## config.mk

```make
export PLATFORM = sky130hd
export DESIGN_NAME = serial_symbol_decoder_flat
export DESIGN_NICKNAME = d
export VERILOG_FILES = /design/src/rtl/serial_symbol_decoder_if.sv /design/src/rtl/serial_symbol_decoder.sv /design/src/flat_wrapper.sv
export SDC_FILE = /design/constraint.sdc
export NUM_CORES = 1
export LEC_CHECK = 0
export ABC_CLOCK_PERIOD_IN_PS = 6000
export CORE_UTILIZATION = 63
export CTS_CLUSTER_DIAMETER = 80
export CTS_CLUSTER_SIZE = 14
export DETAILED_ROUTE_END_ITERATION = 6
export HOLD_SLACK_MARGIN = 0.15
export PLACE_DENSITY = 0.84
export SLEW_MARGIN = 15
export SYNTH_ARGS = -nofsm -noshare
export SYNTH_HDL_FRONTEND = slang
export SYNTH_SLANG_ARGS = --single-unit
```

## constraint.sdc

```tcl
create_clock -name clk -period 6 [get_ports clk]
set_input_delay 1.2 -clock clk [delete_from_list [all_inputs] [get_ports clk]]
set_output_delay 1.2 -clock clk [all_outputs]
set_load 0.05 [all_outputs]
```

## src/rtl/serial_symbol_decoder_if.sv

```systemverilog
// Interface bundle for serial_symbol_decoder: serial line in, decoded symbol
// handshake and status out. master = line/consumer side, slave = decoder.
interface serial_symbol_decoder_if #(
   parameter int DATA_W = 4
) ();
   logic              signal;
   logic              gray_mode;
   logic              dready;
   logic [DATA_W-1:0] dout;
   logic              dvalid;
   logic              code_err;
   logic              frame_err;
   logic              par_err;
   logic              ovr;
   logic              busy;

   modport master (
      output signal, gray_mode, dready,
      input  dout, dvalid, code_err, frame_err, par_err, ovr, busy
   );

   modport slave (
      input  signal, gray_mode, dready,
      output dout, dvalid, code_err, frame_err, par_err, ovr, busy
   );
endinterface

```

## src/rtl/serial_symbol_decoder.sv

```systemverilog
// Framed serial symbol receiver with mid-bit sampling, binary/Gray decode and
// range check. Optional parity bit enabled by macro SERIAL_SYMBOL_PARITY_EN.
module serial_symbol_decoder #(
   parameter int CLK_DIV     = 500000,
   parameter int DATA_W      = 4,
   parameter int MAX_CODE    = 9,
   parameter int SYNC_STAGES = 2
) (
   input  logic                    clk,
   input  logic                    rst_n,
   serial_symbol_decoder_if.slave  bus
);
   localparam int CNT_W = $clog2(CLK_DIV);
   localparam int IDX_W = $clog2(DATA_W);
   localparam logic [CNT_W-1:0] CNT_HALF = CNT_W'(CLK_DIV / 2 - 1);
   localparam logic [CNT_W-1:0] CNT_FULL = CNT_W'(CLK_DIV - 1);
   localparam logic [IDX_W-1:0] IDX_LAST = IDX_W'(DATA_W - 1);
   localparam logic [31:0]      MAX_CODE_W = 32'(MAX_CODE);

   typedef enum logic [2:0] {
      IDLE   = 3'd0,
      START  = 3'd1,
      DATA   = 3'd2,
      PARITY = 3'd3,
      STOP   = 3'd4
   } state_t;

   function automatic logic [DATA_W-1:0] gray_to_bin(input logic [DATA_W-1:0] g);
      logic [DATA_W-1:0] b;
      b[DATA_W-1] = g[DATA_W-1];
      for (int i = DATA_W - 2; i >= 0; i--) begin
         b[i] = b[i+1] ^ g[i];
      end
      return b;
   endfunction

   logic [SYNC_STAGES-1:0] sync_r;
   logic                   s_s;
   logic                   s_prev_r;
   logic                   rise_s;
   state_t                 state_r, state_nxt;
   logic [CNT_W-1:0]       cnt_r, cnt_nxt;
   logic [IDX_W-1:0]       idx_r, idx_nxt;
   logic [DATA_W-1:0]      shift_r, shift_nxt;
   logic                   gray_r, gray_nxt;
   logic                   stop_done_s;
   logic                   stop_bit_s;
   logic                   load_s;
   logic [DATA_W-1:0]      dec_s;
   logic                   code_err_s;
   logic                   par_err_s;
   logic [DATA_W-1:0]      dout_r;
   logic                   dvalid_r;
   logic                   code_err_r;
   logic                   frame_err_r;
   logic                   par_err_r;
   logic                   ovr_r;
   logic                   busy_r;
`ifdef SERIAL_SYMBOL_PARITY_EN
   logic                   par_bit_r, par_bit_nxt;
`endif

   assign s_s    = sync_r[SYNC_STAGES-1];
   assign rise_s = s_s & ~s_prev_r;

   // Input synchroniser and previous-value flop for start-edge detection.
   always_ff @(posedge clk or negedge rst_n) begin
      if (!rst_n) begin
         sync_r   <= {SYNC_STAGES{1'b0}};
         s_prev_r <= 1'b0;
      end else begin
         sync_r   <= {sync_r[SYNC_STAGES-2:0], bus.signal};
         s_prev_r <= s_s;
      end
   end

   // Frame FSM state and datapath registers.
   always_ff @(posedge clk or negedge rst_n) begin
      if (!rst_n) begin
         state_r   <= IDLE;
         cnt_r     <= {CNT_W{1'b0}};
         idx_r     <= {IDX_W{1'b0}};
         shift_r   <= {DATA_W{1'b0}};
         gray_r    <= 1'b0;
`ifdef SERIAL_SYMBOL_PARITY_EN
         par_bit_r <= 1'b0;
`endif
      end else begin
         state_r   <= state_nxt;
         cnt_r     <= cnt_nxt;
         idx_r     <= idx_nxt;
         shift_r   <= shift_nxt;
         gray_r    <= gray_nxt;
`ifdef SERIAL_SYMBOL_PARITY_EN
         par_bit_r <= par_bit_nxt;
`endif
      end
   end

   // Next-state logic: every bit is sampled when the baud counter reaches zero.
   always_comb begin
      state_nxt   = state_r;
      cnt_nxt     = cnt_r;
      idx_nxt     = idx_r;
      shift_nxt   = shift_r;
      gray_nxt    = gray_r;
      stop_done_s = 1'b0;
      stop_bit_s  = 1'b0;
`ifdef SERIAL_SYMBOL_PARITY_EN
      par_bit_nxt = par_bit_r;
`endif
      case (state_r)
         IDLE: begin
            if (rise_s) begin
               state_nxt = START;
               cnt_nxt   = CNT_HALF;
            end else begin
               cnt_nxt   = {CNT_W{1'b0}};
            end
         end
         START: begin
            if (cnt_r != {CNT_W{1'b0}}) begin
               cnt_nxt = cnt_r - CNT_W'(1);
            end else if (s_s) begin
               state_nxt = DATA;
               gray_nxt  = bus.gray_mode;
               idx_nxt   = {IDX_W{1'b0}};
               cnt_nxt   = CNT_FULL;
            end else begin
               state_nxt = IDLE;
            end
         end
         DATA: begin
            if (cnt_r != {CNT_W{1'b0}}) begin
               cnt_nxt = cnt_r - CNT_W'(1);
            end else begin
               shift_nxt = {shift_r[DATA_W-2:0], s_s};
               cnt_nxt   = CNT_FULL;
               if (idx_r == IDX_LAST) begin
                  idx_nxt = {IDX_W{1'b0}};
`ifdef SERIAL_SYMBOL_PARITY_EN
                  state_nxt = PARITY;
`else
                  state_nxt = STOP;
`endif
               end else begin
                  idx_nxt = idx_r + IDX_W'(1);
               end
            end
         end
`ifdef SERIAL_SYMBOL_PARITY_EN
         PARITY: begin
            if (cnt_r != {CNT_W{1'b0}}) begin
               cnt_nxt = cnt_r - CNT_W'(1);
            end else begin
               par_bit_nxt = s_s;
               cnt_nxt     = CNT_FULL;
               state_nxt   = STOP;
            end
         end
`endif
         STOP: begin
            if (cnt_r != {CNT_W{1'b0}}) begin
               cnt_nxt = cnt_r - CNT_W'(1);
            end else begin
               stop_done_s = 1'b1;
               stop_bit_s  = s_s;
               state_nxt   = IDLE;
            end
         end
         default: begin
            state_nxt = IDLE;
            cnt_nxt   = {CNT_W{1'b0}};
         end
      endcase
   end

   assign dec_s      = gray_r ? gray_to_bin(shift_r) : shift_r;
   assign code_err_s = 32'(dec_s) > MAX_CODE_W;
`ifdef SERIAL_SYMBOL_PARITY_EN
   assign par_err_s  = ^{shift_r, par_bit_r};
`else
   assign par_err_s  = 1'b0;
`endif
   // A completed symbol is accepted only if the output slot is free or draining.
   assign load_s = stop_done_s & (~dvalid_r | bus.dready);

   // Output holding register with valid/ready handshake and overrun pulse.
   always_ff @(posedge clk or negedge rst_n) begin
      if (!rst_n) begin
         dout_r      <= {DATA_W{1'b0}};
         dvalid_r    <= 1'b0;
         code_err_r  <= 1'b0;
         frame_err_r <= 1'b0;
         par_err_r   <= 1'b0;
         ovr_r       <= 1'b0;
         busy_r      <= 1'b0;
      end else begin
         ovr_r  <= stop_done_s & dvalid_r & ~bus.dready;
         busy_r <= (state_nxt != IDLE);
         if (load_s) begin
            dout_r      <= dec_s;
            code_err_r  <= code_err_s;
            frame_err_r <= stop_bit_s;
            par_err_r   <= par_err_s;
            dvalid_r    <= 1'b1;
         end else if (dvalid_r && bus.dready) begin
            dvalid_r    <= 1'b0;
         end else begin
            dvalid_r    <= dvalid_r;
         end
      end
   end

   assign bus.dout      = dout_r;
   assign bus.dvalid    = dvalid_r;
   assign bus.code_err  = code_err_r & dvalid_r;
   assign bus.frame_err = frame_err_r & dvalid_r;
   assign bus.par_err   = par_err_r & dvalid_r;
   assign bus.ovr       = ovr_r;
   assign bus.busy      = busy_r;
endmodule

```

## src/flat_wrapper.sv

```systemverilog
// flat-port wrapper written by rule: the top's interface ports become plain ports
module serial_symbol_decoder_flat 
#(
   parameter int CLK_DIV     = 500000,
   parameter int DATA_W      = 4,
   parameter int MAX_CODE    = 9,
   parameter int SYNC_STAGES = 2
)
  (clk, rst_n, bus_signal, bus_gray_mode, bus_dready, bus_dout, bus_dvalid, bus_code_err, bus_frame_err, bus_par_err, bus_ovr, bus_busy);
  serial_symbol_decoder_if #(.DATA_W(DATA_W)) bus_i ();
  input  logic clk;
  input  logic rst_n;
  input wire logic [$bits(bus_i.signal)-1:0] bus_signal;
  input wire logic [$bits(bus_i.gray_mode)-1:0] bus_gray_mode;
  input wire logic [$bits(bus_i.dready)-1:0] bus_dready;
  output wire logic [$bits(bus_i.dout)-1:0] bus_dout;
  output wire logic [$bits(bus_i.dvalid)-1:0] bus_dvalid;
  output wire logic [$bits(bus_i.code_err)-1:0] bus_code_err;
  output wire logic [$bits(bus_i.frame_err)-1:0] bus_frame_err;
  output wire logic [$bits(bus_i.par_err)-1:0] bus_par_err;
  output wire logic [$bits(bus_i.ovr)-1:0] bus_ovr;
  output wire logic [$bits(bus_i.busy)-1:0] bus_busy;
  assign bus_i.signal = bus_signal;
  assign bus_i.gray_mode = bus_gray_mode;
  assign bus_i.dready = bus_dready;
  assign bus_dout = bus_i.dout;
  assign bus_dvalid = bus_i.dvalid;
  assign bus_code_err = bus_i.code_err;
  assign bus_frame_err = bus_i.frame_err;
  assign bus_par_err = bus_i.par_err;
  assign bus_ovr = bus_i.ovr;
  assign bus_busy = bus_i.busy;
  serial_symbol_decoder #(.CLK_DIV(CLK_DIV), .DATA_W(DATA_W), .MAX_CODE(MAX_CODE), .SYNC_STAGES(SYNC_STAGES)) u_core (.clk(clk), .rst_n(rst_n), .bus(bus_i));
endmodule
```

==> summary.txt, run 1 <==
Global routing
  • First-pass GRT wire length: 7590 µm
  • Total GRT Usage: 28.4%
  • Vias in the first global route: 1,597
  • Largest net degree at the start of global routing: 42
  • GR Overflow Total: 0
  • Initial antenna violation count: 0

Setup path
  • R2R Setup Slk: 2990 ps
  • Kind of start point of the critical path: flop
  • Reg2reg end: u_core.cnt_r[1]
  • Worst EP arrival: 3220 ps
  • Worst Path Required: 6210 ps
  • Cells along the critical path: or4_1, nor4b_4, nand2_1, o22ai_1, o2bb2ai_1
  • Crit Path Max Fanout: 12
  • Max incr delay on CP: 820 ps
  • Max stage delay cell, worst path: o22ai_1
  • Worst setup path endpoint: u_core.cnt_r[1]
  • Critical R2R Launch: u_core.cnt_r[6]
  • CP startpoint: u_core.cnt_r[6]
  • Worst-case reg-to-reg path depth: 5
  • Element type at the critical path end: flop
  • Critical path type: flop to flop

Detailed routing
  • WL per Instance: 17.0 µm
  • 1st-pass router iterations: 5
  • Vias: 1,725
  • DRC violations left: 0
  • Routed WL: 4670 µm
  • DR iter-0 viols: 110
  • Post-route ant nets: 0
  • DR vias/cell: 6.27

Clock network
  • Post-CTS sizing: 0
  • CTS tree: built
  • Clock Pin Slew Worst Setup and Hold Paths: 110 ps
  • Num CTS Buffers: 5
  • Clock Path Buffers: 2
  • Cts hold-fix bufs: 0
  • H-tree depth: 2
  • Worst skew pair latency: 350 ps
  • Clk sink count: 41
  • Root Driver: clkbuf_4
  • Post-CTS Setup Bufs: 0

STA
  • Clock skew: 2.85 ps
  • Minimum clock period: 3010 ps
  • Sum Neg Setup Slack: 0 ps
  • Least-Margin Pin Slew: 966 ps
  • Fmax: 332 MHz
  • Final Hold Fails: 0
  • Slew HR: 35.6%
  • Final setup viols: 0
  • Period Utilization, post-route: 50.2%
  • Final Slew Violations: 0
  • RSZ-0062 raised after global routing: no

Cells and area
  • N_diodes: 0
  • Nets: 237
  • Commonest cells after routing, fill and taps aside: dfrtp_1, nor2_1, a21oi_1
  • Register area: 1030 µm²
  • Area Growth Syn to Fin: 9.02%
  • Multi-input gate area: 1120 µm²
  • Layout cells sized above 1: 10.0%
  • Filler instances: 262
  • Most common cell after layout, fill and taps aside: dfrtp_1
  • Non-filler cells, final: 275

Floorplanning
  • FP Rows: 21
  • Core area: 3360 µm²
  • Starting Density: 66.0%
  • IO Count: 15
  • Die width: 61.3 µm
  • Chip Height: 61.3 µm
  • Die ar.: 3760 µm²

Placed design
  • Final HPWL DP: 3320 µm
  • Placer congestion estimate: 0.916
  • PortBufs: 13
  • Placed cell count: 268

Synth
  • Ys Warns: 0
  • Register area share after synthesis: 46.2%
  • Post-synthesis average cell area: 10.2 µm²
  • Primary FF master, synth: dfrtp_1
  • Synth Net Count: 226
  • Count of flip-flops with a built-in enable after synthesis: 0
  • Synth Register Bits: 41
  • Cell Area, Synth: 2220 µm²
  • Yosys cell types: 50
  • Syn Inst Count: 218
  • Ys async rst share: 100%

Power
  • Power density cells: 398 nW/µm²
  • Max VDD drop: 0.276 mV
  • P_leak: 1.04 nW

Min path
  • Hold Path Class: flop to flop

Run
  • Max-cap violation count: 0

Outcome
  • Status: complete, no violations
how the worst min path moves through the flow:
stage,start,to,cells past startpoint
2_1_floorplan,u_core.sync_r[0],u_core.sync_r[1],0
3_3_place_gp,u_core.sync_r[0],u_core.sync_r[1],0
3_5_place_dp,u_core.sync_r[0],u_core.sync_r[1],0
4_1_cts,u_core.sync_r[0],u_core.sync_r[1],0
5_1_grt,u_core.sync_r[0],u_core.sync_r[1],0
6_report,u_core.sync_r[0],u_core.sync_r[1],0
synth_stat cells, types with 2 or more instances:
cell       count  area, µm²
nor3b_1        3       22.5
xor2_1         8       70.1
xnor2_1        7       61.3
inv_1          5       18.8
nand3b_1       2       15.0
a21o_1         2       15.0
nor3_1         5       25.0
o31a_1         2       17.5
nand2_1       12       45.0
buf_2          2       10.0
nand2b_1       6       37.5
dfrtp_1       41       1030
nor2_1        21       78.8
o2bb2ai_1      2       17.5
buf_6          2       22.5
a21boi_0       2       15.0
ha_1           3       37.5
o31ai_1        4       30.0
o21ai_0        8       40.0
nor4_1         7       43.8
mux2_2         5       56.3
and2_1         3       18.8
mux2_4         5       75.1
or3_1          5       31.3
a21oi_1       14       70.1
a22o_1         2       17.5
clkbuf_1       4       15.0
a31oi_1        7       43.8
nand3_1        6       30.0
or4_1          3       22.5
final cells by class:
cell class,instances,area share [%]
multi-input cells,163,46.2
flip-flops and latches,41,42.4
repair buffers,13,5.17
well taps,46,2.38
clock buffers,5,1.55
clock inverters,2,1.45
inverters,5,0.776
power by group:
group          total (mW)  internal, mW  switching (mW)
Clock               0.173        0.0848          0.0882
Combinational       0.385         0.157           0.228
Sequential          0.405         0.335          0.0707
registers in the layout, summed over array words and instances, names as in the netlist:
| register | count |
|---|---|
| u_core.idx_r | 2 |
| u_core.s_prev_r | 1 |
| u_core.state_r | 3 |
| u_core.bus.dvalid | 1 |
| u_core.bus.dout | 4 |
| u_core.gray_r | 1 |
| u_core.sync_r | 2 |
| u_core.shift_r | 4 |
| u_core.bus.busy | 1 |
| u_core.frame_err_r | 1 |
| u_core.code_err_r | 1 |
| u_core.cnt_r | 19 |
| u_core.bus.ovr | 1 |
layer usage:
layer	up-vias	track usage, %	wire length (µm)
li1	805	-	-
met1	831	39.2	2030
met2	69	42.5	2200
met3	20	7.14	300
met4	0	12.7	131
met5	-	0	0
worst max-delay path: cells and delay by family (launching register included):
kind,cells,cell delay (ps)
flops,1,430
simple gates,3,1480
compound gates,2,970
through the flow:
step | hold WS (ps) | worst slack, ps | total power, mW | area [µm²] | utilization (%)
5_1_grt | 370 | 2770 | 1.03 | 2420 | 71.9
2_1_floorplan | 331 | 3540 | 0.698 | 2220 | -
4_1_cts | 368 | 3040 | 0.958 | 2420 | 71.9
6_report | 365 | 2990 | 0.963 | 2420 | 71.9
3_3_place_gp | 337 | 3180 | 0.754 | 2350 | 69.8
3_5_place_dp | 340 | 3090 | 0.783 | 2350 | 69.8
logic make-up after synthesis:
group / Yosys count / synth area share [%]
AND/OR/NAND/NOR: 82 / 21.4
AO/OA/AOI/OAI: 51 / 14.8
flip-flops: 41 / 46.2
XOR/XNOR: 15 / 5.92
buffers and inverters: 14 / 3.33
multiplexers: 11 / 6.37
adder cells (fa/ha/maj): 3 / 1.69
other: 1 / 0.169
Note: power is estimated with default switching activity, not from simulation.
==> run 2: changes to the inputs <==
Settings changed: ABC_CLOCK_PERIOD_IN_PS 6000 to 3040, CORE_UTILIZATION 63 to 58, PLACE_DENSITY 0.84 to 0.79.
Clock period 6 ns to 3.04 ns, I/O delays scaled along.
==> summary.txt, run 2 (same netlist as run 1, synthesis figures left out) <==
STA
  • Clock skew: 5.23 ps
  • RSZ-0062 raised after global routing: no
  • Sum Neg Setup Slack: 0 ps
  • Least-Margin Pin Slew: 894 ps
  • Slew HR: 40.4%
  • Period Utilization, post-route: 90.3%
  • Fmax: 364 MHz
  • Final Slew Violations: 0
  • Final setup viols: 0
  • WHS: 353 ps
  • Final worst slack: 296 ps
  • Minimum clock period: 2740 ps
  • Final Hold Fails: 0

Placed design
  • Final HPWL DP: 3090 µm
  • PortBufs: 13
  • Placed cell count: 275
  • Placer congestion estimate: 0.842
  • Pre-CTS setup slack: 317 ps
  • DP Area: 2390 µm²

Setup path
  • Element type at the critical path end: flop
  • Worst-case reg-to-reg path depth: 7
  • Cells along the critical path: or4_1, nor4b_4, nand2_1, buf_4, o22ai_1, buf_4, a21oi_1
  • Most frequent CP cell: buf_4
  • Kind of start point of the critical path: flop
  • Worst Path Required: 3180 ps
  • Critical path type: flop to flop
  • Max incr delay on CP: 700 ps
  • Worst EP arrival: 2880 ps
  • Crit Path Max Fanout: 10
  • Delay-heaviest family, CP: simple AND/OR/NAND/NOR gates
  • Max stage delay cell, worst path: or4_1
  • Buf/Inv on CP: 2
  • Levels on crit path: 7

Global routing
  • First-pass GRT wire length: 7450 µm
  • Total GRT Usage: 24.3%
  • GR Overflow Total: 0
  • Largest net degree at the start of global routing: 42
  • Initial antenna violation count: 0
  • Vias in the first global route: 1,607

Clock network
  • H-tree depth: 2
  • Post-CTS sizing: 0
  • Worst skew pair latency: 290 ps
  • Root Driver: clkbuf_8
  • Clock Pin Slew Worst Setup and Hold Paths: 80 ps
  • Clk sink count: 41
  • Clock Path Buffers: 2
  • Post-CTS Setup Bufs: 0
  • CTS tree: built
  • Num CTS Buffers: 5
  • Cts hold-fix bufs: 0

Cells and area
  • Non-filler cells, final: 283
  • Most common cell after layout, fill and taps aside: dfrtp_1
  • Area Growth Syn to Fin: 11.4%
  • Largest reg by FF count: u_core.cnt_r
  • Final instance area: 2470 µm²
  • Max reg flops: 19
  • Nets: 242
  • Layout cells sized above 1: 12.3%
  • Commonest cells after routing, fill and taps aside: dfrtp_1, nor2_1, a21oi_1
  • N_diodes: 0

Detailed routing
  • DRC violations left: 0
  • Post-route ant nets: 0
  • Vias: 1,719
  • 1st-pass router iterations: 4
  • DR iter-0 viols: 118
  • Routed WL: 4340 µm
  • WL per Instance: 15.3 µm
  • DR vias/cell: 6.07

Min path
  • Hold Path Class: flop to flop
  • Depth of the worst hold-timing path: 0

Floorplanning
  • IO Count: 15
  • Chip Height: 63.8 µm
  • FP Rows: 22
  • Core area: 3660 µm²
  • Starting Density: 60.6%
  • Die ar.: 4080 µm²
  • Die width: 63.8 µm

Outcome
  • Status: complete, no violations

Power
  • Max VDD drop: 0.417 mV
  • P_leak: 1.06 nW
  • Power density cells: 770 nW/µm²

Run
  • Max-cap violation count: 0
run 2: path summary, 6_finish.rpt:
path | start | end | slack [ps]
min in group asynchronous | rst_n | u_core.cnt_r[9] | 430
setup reg to reg | u_core.cnt_r[6] | u_core.cnt_r[3] | 300
hold / removal | u_core.sync_r[0] | u_core.sync_r[1] | 350
setup / recovery | u_core.cnt_r[6] | u_core.cnt_r[3] | 300
hold reg to reg | u_core.sync_r[0] | u_core.sync_r[1] | 350
max in group asynchronous | rst_n | u_core.bus.busy | 2050
run 2: worst register-to-register path: cells and delay by family (launching register included):
kind	cells	cell delay [ps]
compound gates	2	260
flops	1	400
simple gates	3	1460
buf+inv	2	460
run 2: through the flow:
| stage | total power, mW | util, % |
|---|---|---|
| final | 1.90 | 67.5 |
| after global routing | 2.05 | 67.5 |
| after CTS | 1.91 | 67.5 |
| after detailed placement | 1.56 | 65.2 |
| after global placement | 1.53 | 65.2 |
| after floorplan | 1.38 | - |
run 2: routing by layer:
layer  GRT usage (%)  routed length (µm)
met1            34.4                2120
met5               0                   0
met3            6.07                 202
met4            9.09                  69
met2            35.9                1950
run 2: where the power goes:
group | internal (mW) | switching (mW)
Clock | 0.158 | 0.191
Sequential | 0.661 | 0.134
Combinational | 0.322 | 0.437
Total | 1.14 | 0.762
run 2: cell type report:
class                           count  area (µm²)
Clock inverter                      3        17.5
Inverter                            5        18.8
Clock buffer                        5        68.8
Timing Repair Buffer               18         163
Sequential cell                    41        1030
Tap cell                           48        60.1
Multi-Input combinational cell    163        1120
Fill cell                         302        1190
